## src/rtl/chess_defs_pkg.sv

```systemverilog
// Shared chess definitions: piece codes, colours, square address fields and the
// input-controller FSM encoding, common to the controller, display and board logic.
package chess_defs;

    localparam logic [2:0] PIECE_EMPTY  = 3'd0;
    localparam logic [2:0] PIECE_PAWN   = 3'd1;
    localparam logic [2:0] PIECE_KNIGHT = 3'd2;
    localparam logic [2:0] PIECE_BISHOP = 3'd3;
    localparam logic [2:0] PIECE_ROOK   = 3'd4;
    localparam logic [2:0] PIECE_QUEEN  = 3'd5;
    localparam logic [2:0] PIECE_KING   = 3'd6;

    localparam logic COLOR_WHITE = 1'b0;
    localparam logic COLOR_BLACK = 1'b1;

    // Square address: row in [5:3], column in [2:0].
    localparam int SQ_ROW_LSB = 3;
    localparam int SQ_COL_LSB = 0;

    typedef enum logic [1:0] {
        IDLE     = 2'd0,
        SELECTED = 2'd1,
        WAIT_ACK = 2'd2
    } state_t;

    function automatic logic [2:0] sq_row(input logic [5:0] sq);
        return sq[SQ_ROW_LSB +: 3];
    endfunction

    function automatic logic [2:0] sq_col(input logic [5:0] sq);
        return sq[SQ_COL_LSB +: 3];
    endfunction

    function automatic logic [5:0] sq_make(input logic [2:0] row, input logic [2:0] col);
        return {row, col};
    endfunction

endpackage

```

## src/rtl/chess_input_controller_debouncer.sv

```systemverilog
// One pushbutton: 2-flop synchroniser, stability counter and a single-cycle
// pulse on each accepted 0->1 transition of the stable level.
module button_debouncer #(
    parameter int DEBOUNCE_CYCLES = 1000000
) (
    input  logic clk,
    input  logic rst_n,
    input  logic btn,
    output logic pulse
);

    localparam int CW = $clog2(DEBOUNCE_CYCLES + 1);

    logic          sync1;
    logic          sync2;
    logic          stable;
    logic [CW-1:0] cnt;

    always_ff @(posedge clk or negedge rst_n) begin
        if (!rst_n) begin
            sync1  <= 1'b0;
            sync2  <= 1'b0;
            stable <= 1'b0;
            cnt    <= '0;
            pulse  <= 1'b0;
        end else begin
            sync1 <= btn;
            sync2 <= sync1;
            pulse <= 1'b0;
            if (sync2 == stable) begin
                cnt <= '0;
            end else if (cnt == CW'(DEBOUNCE_CYCLES)) begin
                stable <= sync2;
                cnt    <= '0;
                pulse  <= sync2;
            end else begin
                cnt <= cnt + 1'b1;
            end
        end
    end

endmodule

```

## src/rtl/chess_input_controller.sv

```systemverilog
// Cursor movement, piece selection and move-request generation for the board
// display; all outputs are registered.
module chess_input_controller
    import chess_defs::*;
#(
    parameter int         DEBOUNCE_CYCLES = 1000000,
    parameter logic [5:0] CURSOR_RESET    = 6'd0
) (
    input  logic         CLK,
    input  logic         RESET,
    input  logic         BTN_UP,
    input  logic         BTN_DOWN,
    input  logic         BTN_LEFT,
    input  logic         BTN_RIGHT,
    input  logic         BTN_SEL,
    input  logic         BTN_CANCEL,
    input  logic [255:0] BOARD,
    output logic [5:0]   CURSOR_ADDR,
    output logic [5:0]   SELECT_ADDR,
    output logic         SELECT_EN,
    output logic         MOVE_REQ,
    output logic [5:0]   MOVE_FROM,
    output logic [5:0]   MOVE_TO,
    input  logic         MOVE_ACK,
    input  logic         MOVE_OK,
    output logic         TURN,
    output state_t       DEBUG_STATE
);

    logic [5:0] btn_raw;
    logic [5:0] btn_pulse;

    assign btn_raw = {BTN_CANCEL, BTN_SEL, BTN_RIGHT, BTN_LEFT, BTN_DOWN, BTN_UP};

    for (genvar i = 0; i < 6; i++) begin : g_btn
        button_debouncer #(.DEBOUNCE_CYCLES(DEBOUNCE_CYCLES)) u_debouncer (
            .clk   (CLK),
            .rst_n (RESET),
            .btn   (btn_raw[i]),
            .pulse (btn_pulse[i])
        );
    end

    logic p_up, p_down, p_left, p_right, p_sel, p_cancel;
    assign {p_cancel, p_sel, p_right, p_left, p_down, p_up} = btn_pulse;

    state_t     state;
    logic [3:0] cur_piece;
    logic       cur_own;
    logic [2:0] row_nxt;
    logic [2:0] col_nxt;
    logic [5:0] cursor_nxt;

    assign cur_piece   = BOARD[{CURSOR_ADDR, 2'b00} +: 4];
    assign cur_own     = (cur_piece[2:0] != PIECE_EMPTY) && (cur_piece[3] == TURN);
    assign DEBUG_STATE = state;

    // Opposing directions on one axis cancel; each axis saturates at 0 and 7.
    always_comb begin
        row_nxt = sq_row(CURSOR_ADDR);
        col_nxt = sq_col(CURSOR_ADDR);
        if (p_up && !p_down && row_nxt != 3'd0)
            row_nxt = row_nxt - 3'd1;
        else if (p_down && !p_up && row_nxt != 3'd7)
            row_nxt = row_nxt + 3'd1;
        if (p_left && !p_right && col_nxt != 3'd0)
            col_nxt = col_nxt - 3'd1;
        else if (p_right && !p_left && col_nxt != 3'd7)
            col_nxt = col_nxt + 3'd1;
        cursor_nxt = sq_make(row_nxt, col_nxt);
    end

    // Move handshake: MOVE_REQ is a level that rises with MOVE_FROM/MOVE_TO valid and
    // holds them unchanged until MOVE_ACK is seen while MOVE_REQ is high; MOVE_OK is
    // only meaningful in that ack cycle, and MOVE_REQ drops on the following edge.
    always_ff @(posedge CLK or negedge RESET) begin
        if (!RESET) begin
            state       <= IDLE;
            CURSOR_ADDR <= CURSOR_RESET;
            SELECT_ADDR <= 6'd0;
            SELECT_EN   <= 1'b0;
            MOVE_REQ    <= 1'b0;
            MOVE_FROM   <= 6'd0;
            MOVE_TO     <= 6'd0;
            TURN        <= COLOR_WHITE;
        end else begin
            if (state != WAIT_ACK)
                CURSOR_ADDR <= cursor_nxt;
            case (state)
                IDLE: begin
                    if (!p_cancel && p_sel && cur_own) begin
                        SELECT_ADDR <= CURSOR_ADDR;
                        SELECT_EN   <= 1'b1;
                        state       <= SELECTED;
                    end
                end
                SELECTED: begin
                    if (p_cancel) begin
                        SELECT_EN <= 1'b0;
                        state     <= IDLE;
                    end else if (p_sel) begin
                        if (CURSOR_ADDR == SELECT_ADDR) begin
                            SELECT_EN <= 1'b0;
                            state     <= IDLE;
                        end else if (cur_own) begin
                            SELECT_ADDR <= CURSOR_ADDR;
                        end else begin
                            MOVE_FROM <= SELECT_ADDR;
                            MOVE_TO   <= CURSOR_ADDR;
                            MOVE_REQ  <= 1'b1;
                            state     <= WAIT_ACK;
                        end
                    end
                end
                WAIT_ACK: begin
                    if (MOVE_REQ && MOVE_ACK) begin
                        MOVE_REQ <= 1'b0;
                        if (MOVE_OK) begin
                            SELECT_EN <= 1'b0;
                            TURN      <= ~TURN;
                            state     <= IDLE;
                        end else begin
                            state <= SELECTED;
                        end
                    end
                end
                default: state <= IDLE;
            endcase
        end
    end

endmodule
```

## config.mk

```make
export PLATFORM = sky130hd
export DESIGN_NAME = chess_input_controller
export DESIGN_NICKNAME = d
export VERILOG_FILES = /design/src/rtl/chess_defs_pkg.sv /design/src/rtl/chess_input_controller_debouncer.sv /design/src/rtl/chess_input_controller.sv
export SDC_FILE = /design/constraint.sdc
export NUM_CORES = 1
export LEC_CHECK = 0
export CAP_MARGIN = 40
export CORE_AREA = 5 5 151 153
export DETAILED_ROUTE_END_ITERATION = 6
export DIE_AREA = 0 0 156 158
export DONT_BUFFER_PORTS = 1
export PLACE_DENSITY = 0.69
export SYNTH_ARGS = -nofsm -noshare
export SYNTH_HDL_FRONTEND = slang
export SYNTH_SLANG_ARGS = --single-unit
```

## constraint.sdc

```tcl
create_clock -name CLK -period 3.1 [get_ports CLK]
set_clock_uncertainty 0.2 [all_clocks]
set_input_delay 0.31 -clock CLK [delete_from_list [all_inputs] [get_ports CLK]]
set_output_delay 0.31 -clock CLK [all_outputs]
set_load 0.03 [all_outputs]
```

==> results.md <==
* Syn Nets at 1308
* Area leader, netlist: dfrtp_1
* Most numerous cell on the critical path: buf_4
* Total GRT Usage at 0.219
* MaxCap Viol Count at 0
* Combinational share of power at 0.039
* Root Buffer: clkbuf_16
* Lkg Pwr at 4.79 nW
* Status: complete, but fails checks
* Maximum VDD drop at 368 uV
* Violated checks: hold timing, setup timing
* Period utilization at 1.11
* Slew margin rel. at 0.377
* Die ar. at 0.0246 mm2
* CP cell instances: buf_4 -> buf_4 -> buf_4 -> nor3_1 -> nor4_1 -> nor2_1 -> nand4_1 -> a21oi_2 -> a2111oi_4 -> buf_6 -> buf_4 -> or3b_2 -> o22ai_1
* Area share of fa/ha/maj cells after synthesis at 0.0244
* Final Setup Violations at 22
* Power Internal at 0.00353 W
* Die width at 156 um
* Synth Area in Compound Gates at 0.0740
* Vias per std cell at 5.70
* Die Height at 158 um
* Routed len/inst at 20.0 um
* Final count of hold timing violations at 173
* Routed WL at 27700 um
* Largest net degree at the start of global routing at 174
* Top area cells in the synthesized netlist: dfrtp_1 (44%), nor2_1 (6.4%), xor2_1 (6.0%)
* Sequential Power Share at 0.508
* Global-route wire length before repair at 41800 um
* Yosys cell types at 58
* Area added between synthesis and finish at 15.9%
* Sequential-to-total area share from yosys stat at 0.439
* Syn. warnings at 0
* WS Path Type: reg -> reg
* Pre-CTS setup slack at -462 ps
* Post-Synthesis Cells at 1024
* Initial antenna violation count at 2
* Final HPWL from detailed placement at 21300 um
* Port-buffer cells at 0
* # DRC at 0
* Worst path required time at 3250 ps
* Synthesized area at 0.00986 mm2
* Number of synthesized flops with an enable pin at 0
* Unrepaired setup endpoints after global routing: true
* Core area at 0.0214 mm2
* Ports at 295
* Worst r2r dst: DEBUG_STATE[1]$_DFFE_PN0P_
* Sink Count at 173
* Hold WC Path Type: in -> async
* Sw Share at 0.224
* Post-route ant nets at 0
* Initial Util at 0.460
* CP max-delay cell: nor3_1
* CTS tree: yes
* Vias at 7889
* WHS at -623 ps
* Async SR Flop Fraction at 1.00
* Longest Clk Path Bufs at 2
* Xor-xnor portion of the synthesized cell area at 0.0977
* Gpl congestion at 0.860
* CTS H-tree depth at 4
* Reg clk slew, reported paths at 70 ps
* Number of global-route vias before repair at 7742
* CP startpoint kind: register
* DR iter-0 viols at 489
* Switch Pwr at 0.00102 W
* Largest family of logic cells by synthesized area: simple AND/OR/NAND/NOR gates
* Achievable frequency at 0.291 GHz
* CTS Buf Count at 17
* Filler cells at 1870
* Multiplexer share of the synthesized area at 0.103
* Arrival time of the worst setup path at 3590 ps
* Reg2reg setup slack at -340 ps
* Top-area cell type share of the netlist area at 0.439
* GRT Residual Overflow at 0
* Final Util at 0.534
* RR Startpoint: CURSOR_ADDR[1]$_DFFE_PN0P_
* Worst Reg-to-Reg Cells at 13
* Synth Area in Simple Gates at 0.234
* Row Count at 54
* Tmin final at 3440 ps
* Slowest stage delay, CP at 530 ps
* Clock power share at 0.453
* Main flop type after synthesis: dfrtp_1
* Final worst slack at -342 ps
* Register area at 0.00434 mm2
* Pwr Density at 399 mW/mm2
* Hold-fix buffers, CTS at 8
* Clock Latency Late Sink at 430 ps
* Layout cell share with drive strength beyond 1 at 0.143
* Crit-path max FO at 10
* Nets@finish at 1373
* Worst Setup End Kind: register
* Worst Tran Pin Value at 928 ps
* Yosys reg bits at 173
* Synthesized area per cell at 9.63 um2
* Multi-input gate area at 0.00536 mm2
* DR pass1 iterations at 5
* Slew Viols, Final at 0
[critical path: cells and delay by family, from the launching register on]
family          cells  cell delay, ps
simple gates        5            1430
compound gates      3             480
buf+inv             5             840
flops               1             400
[power groups by stage]
stage	Clock [W]	Combinational, W	Sequential (W)
6_report	0.00206	0.000178	0.00231
5_1_grt	0.00223	0.000197	0.00232
4_1_cts	0.00212	0.000178	0.00231
3_5_place_dp	0	0.000165	0.00236
3_3_place_gp	0	0.000162	0.00235
2_1_floorplan	0	0.000123	0.00235
[kinds of logic (layout without fill, tap and decap cells)]
group	after synthesis	in the layout
and+or+nand+nor	476	476
DFF	173	173
AOI/OAI and AO/OA	114	114
xor gates and xnor gates	110	110
muxes	71	71
buffers and inverters	62	139
adders and majority gates	18	18
other	0	2
[cell usage after synthesis (all sizes together), types with 6 or more instances]
cell type and count:
a211oi 8, a21oi 38, a22oi 9, and2 6, and3 31, buf 17, clkbuf 17, dfrtp 173
ha 16, inv 26, mux2 25, mux2i 24, mux4 22, nand2 82, nand3 51, nand4 21
nor2 167, nor2b 7, nor3 43, nor3b 12, nor4 12, nor4b 7, o21ai 28, or3 19
xnor2 42, xor2 68
[state kept, by name, indices dropped and copies added (netlist names), 6 cells and up]
register                  cells
g_btn.u_debouncer.cnt       120
g_btn.u_debouncer.sync2       6
CURSOR_ADDR                   6
g_btn.u_debouncer.stable      6
SELECT_ADDR                   6
g_btn.u_debouncer.pulse       6
MOVE_FROM                     6
MOVE_TO                       6
g_btn.u_debouncer.sync1       6
[repair_timing]
item,in CTS,in global routing
endpoints found under the hold margin,182,173
gates cloned,1,0
endpoints found under the setup margin,22,22
pin swaps,6,7
buffers inserted,6,1
resized for setup,19,9
[how the worst max path moves through the flow]
| stage | cells after the start | end | slack, ps | startpoint |
|---|---|---|---|---|
| after floorplan | 10 | SELECT_ADDR[5]$_DFFE_PN0P_ | -200 | CURSOR_ADDR[0]$_DFFE_PN0P_ |
| after global placement | 8 | SELECT_ADDR[1]$_DFFE_PN0P_ | -460 | CURSOR_ADDR[0]$_DFFE_PN0P_ |
| after detailed placement | 8 | SELECT_ADDR[1]$_DFFE_PN0P_ | -460 | CURSOR_ADDR[0]$_DFFE_PN0P_ |
| after CTS | 12 | MOVE_TO[0]$_DFFE_PN0P_ | -350 | CURSOR_ADDR[0]$_DFFE_PN0P_ |
| after global routing | 10 | SELECT_ADDR[2]$_DFFE_PN0P_ | -390 | CURSOR_ADDR[0]$_DFFE_PN0P_ |
| final | 13 | DEBUG_STATE[1]$_DFFE_PN0P_ | -340 | CURSOR_ADDR[1]$_DFFE_PN0P_ |
[cells in the final DEF, fill, tap and decap left out, drive strengths merged, types with 25 or more instances in the layout]
cell type,n
a21oi,38
inv,30
xnor2,42
buf,71
nand3,51
xor2,68
and3,31
nor3,43
o21ai,28
nor2,167
mux2,25
dfrtp,173
nand2,82
[per-layer routing]
layer,GRT usage,wire (um)
met1,0.264,11000
met3,0.0593,2070
met4,0.0742,650
met5,0,34
met2,0.379,14000
[metrics by stage]
stage	instances	hold slack [ps]	total power, W	TNS [ps]	area (um2)
after floorplan	1024	-186	0.00247	-3190	9880
after global placement	1334	-179	0.00252	-8200	10600
after detailed placement	1334	-180	0.00252	-8540	10600
after CTS	1380	-644	0.00461	-7330	11400
after global routing	1381	-647	0.00474	-7540	11400
final	1383	-623	0.00456	-5880	11400
[cell type report]
class | instances | share of cell area
well taps | 280 | 0.0307
multi-input cells | 789 | 0.469
repair buffers | 80 | 0.0618
clock inverters | 10 | 0.00942
clock buffers | 21 | 0.0403
flip-flops and latches | 173 | 0.379
diodes | 2 | 0.000438
inverters | 28 | 0.00920
(Power assumes the default switching activity.)
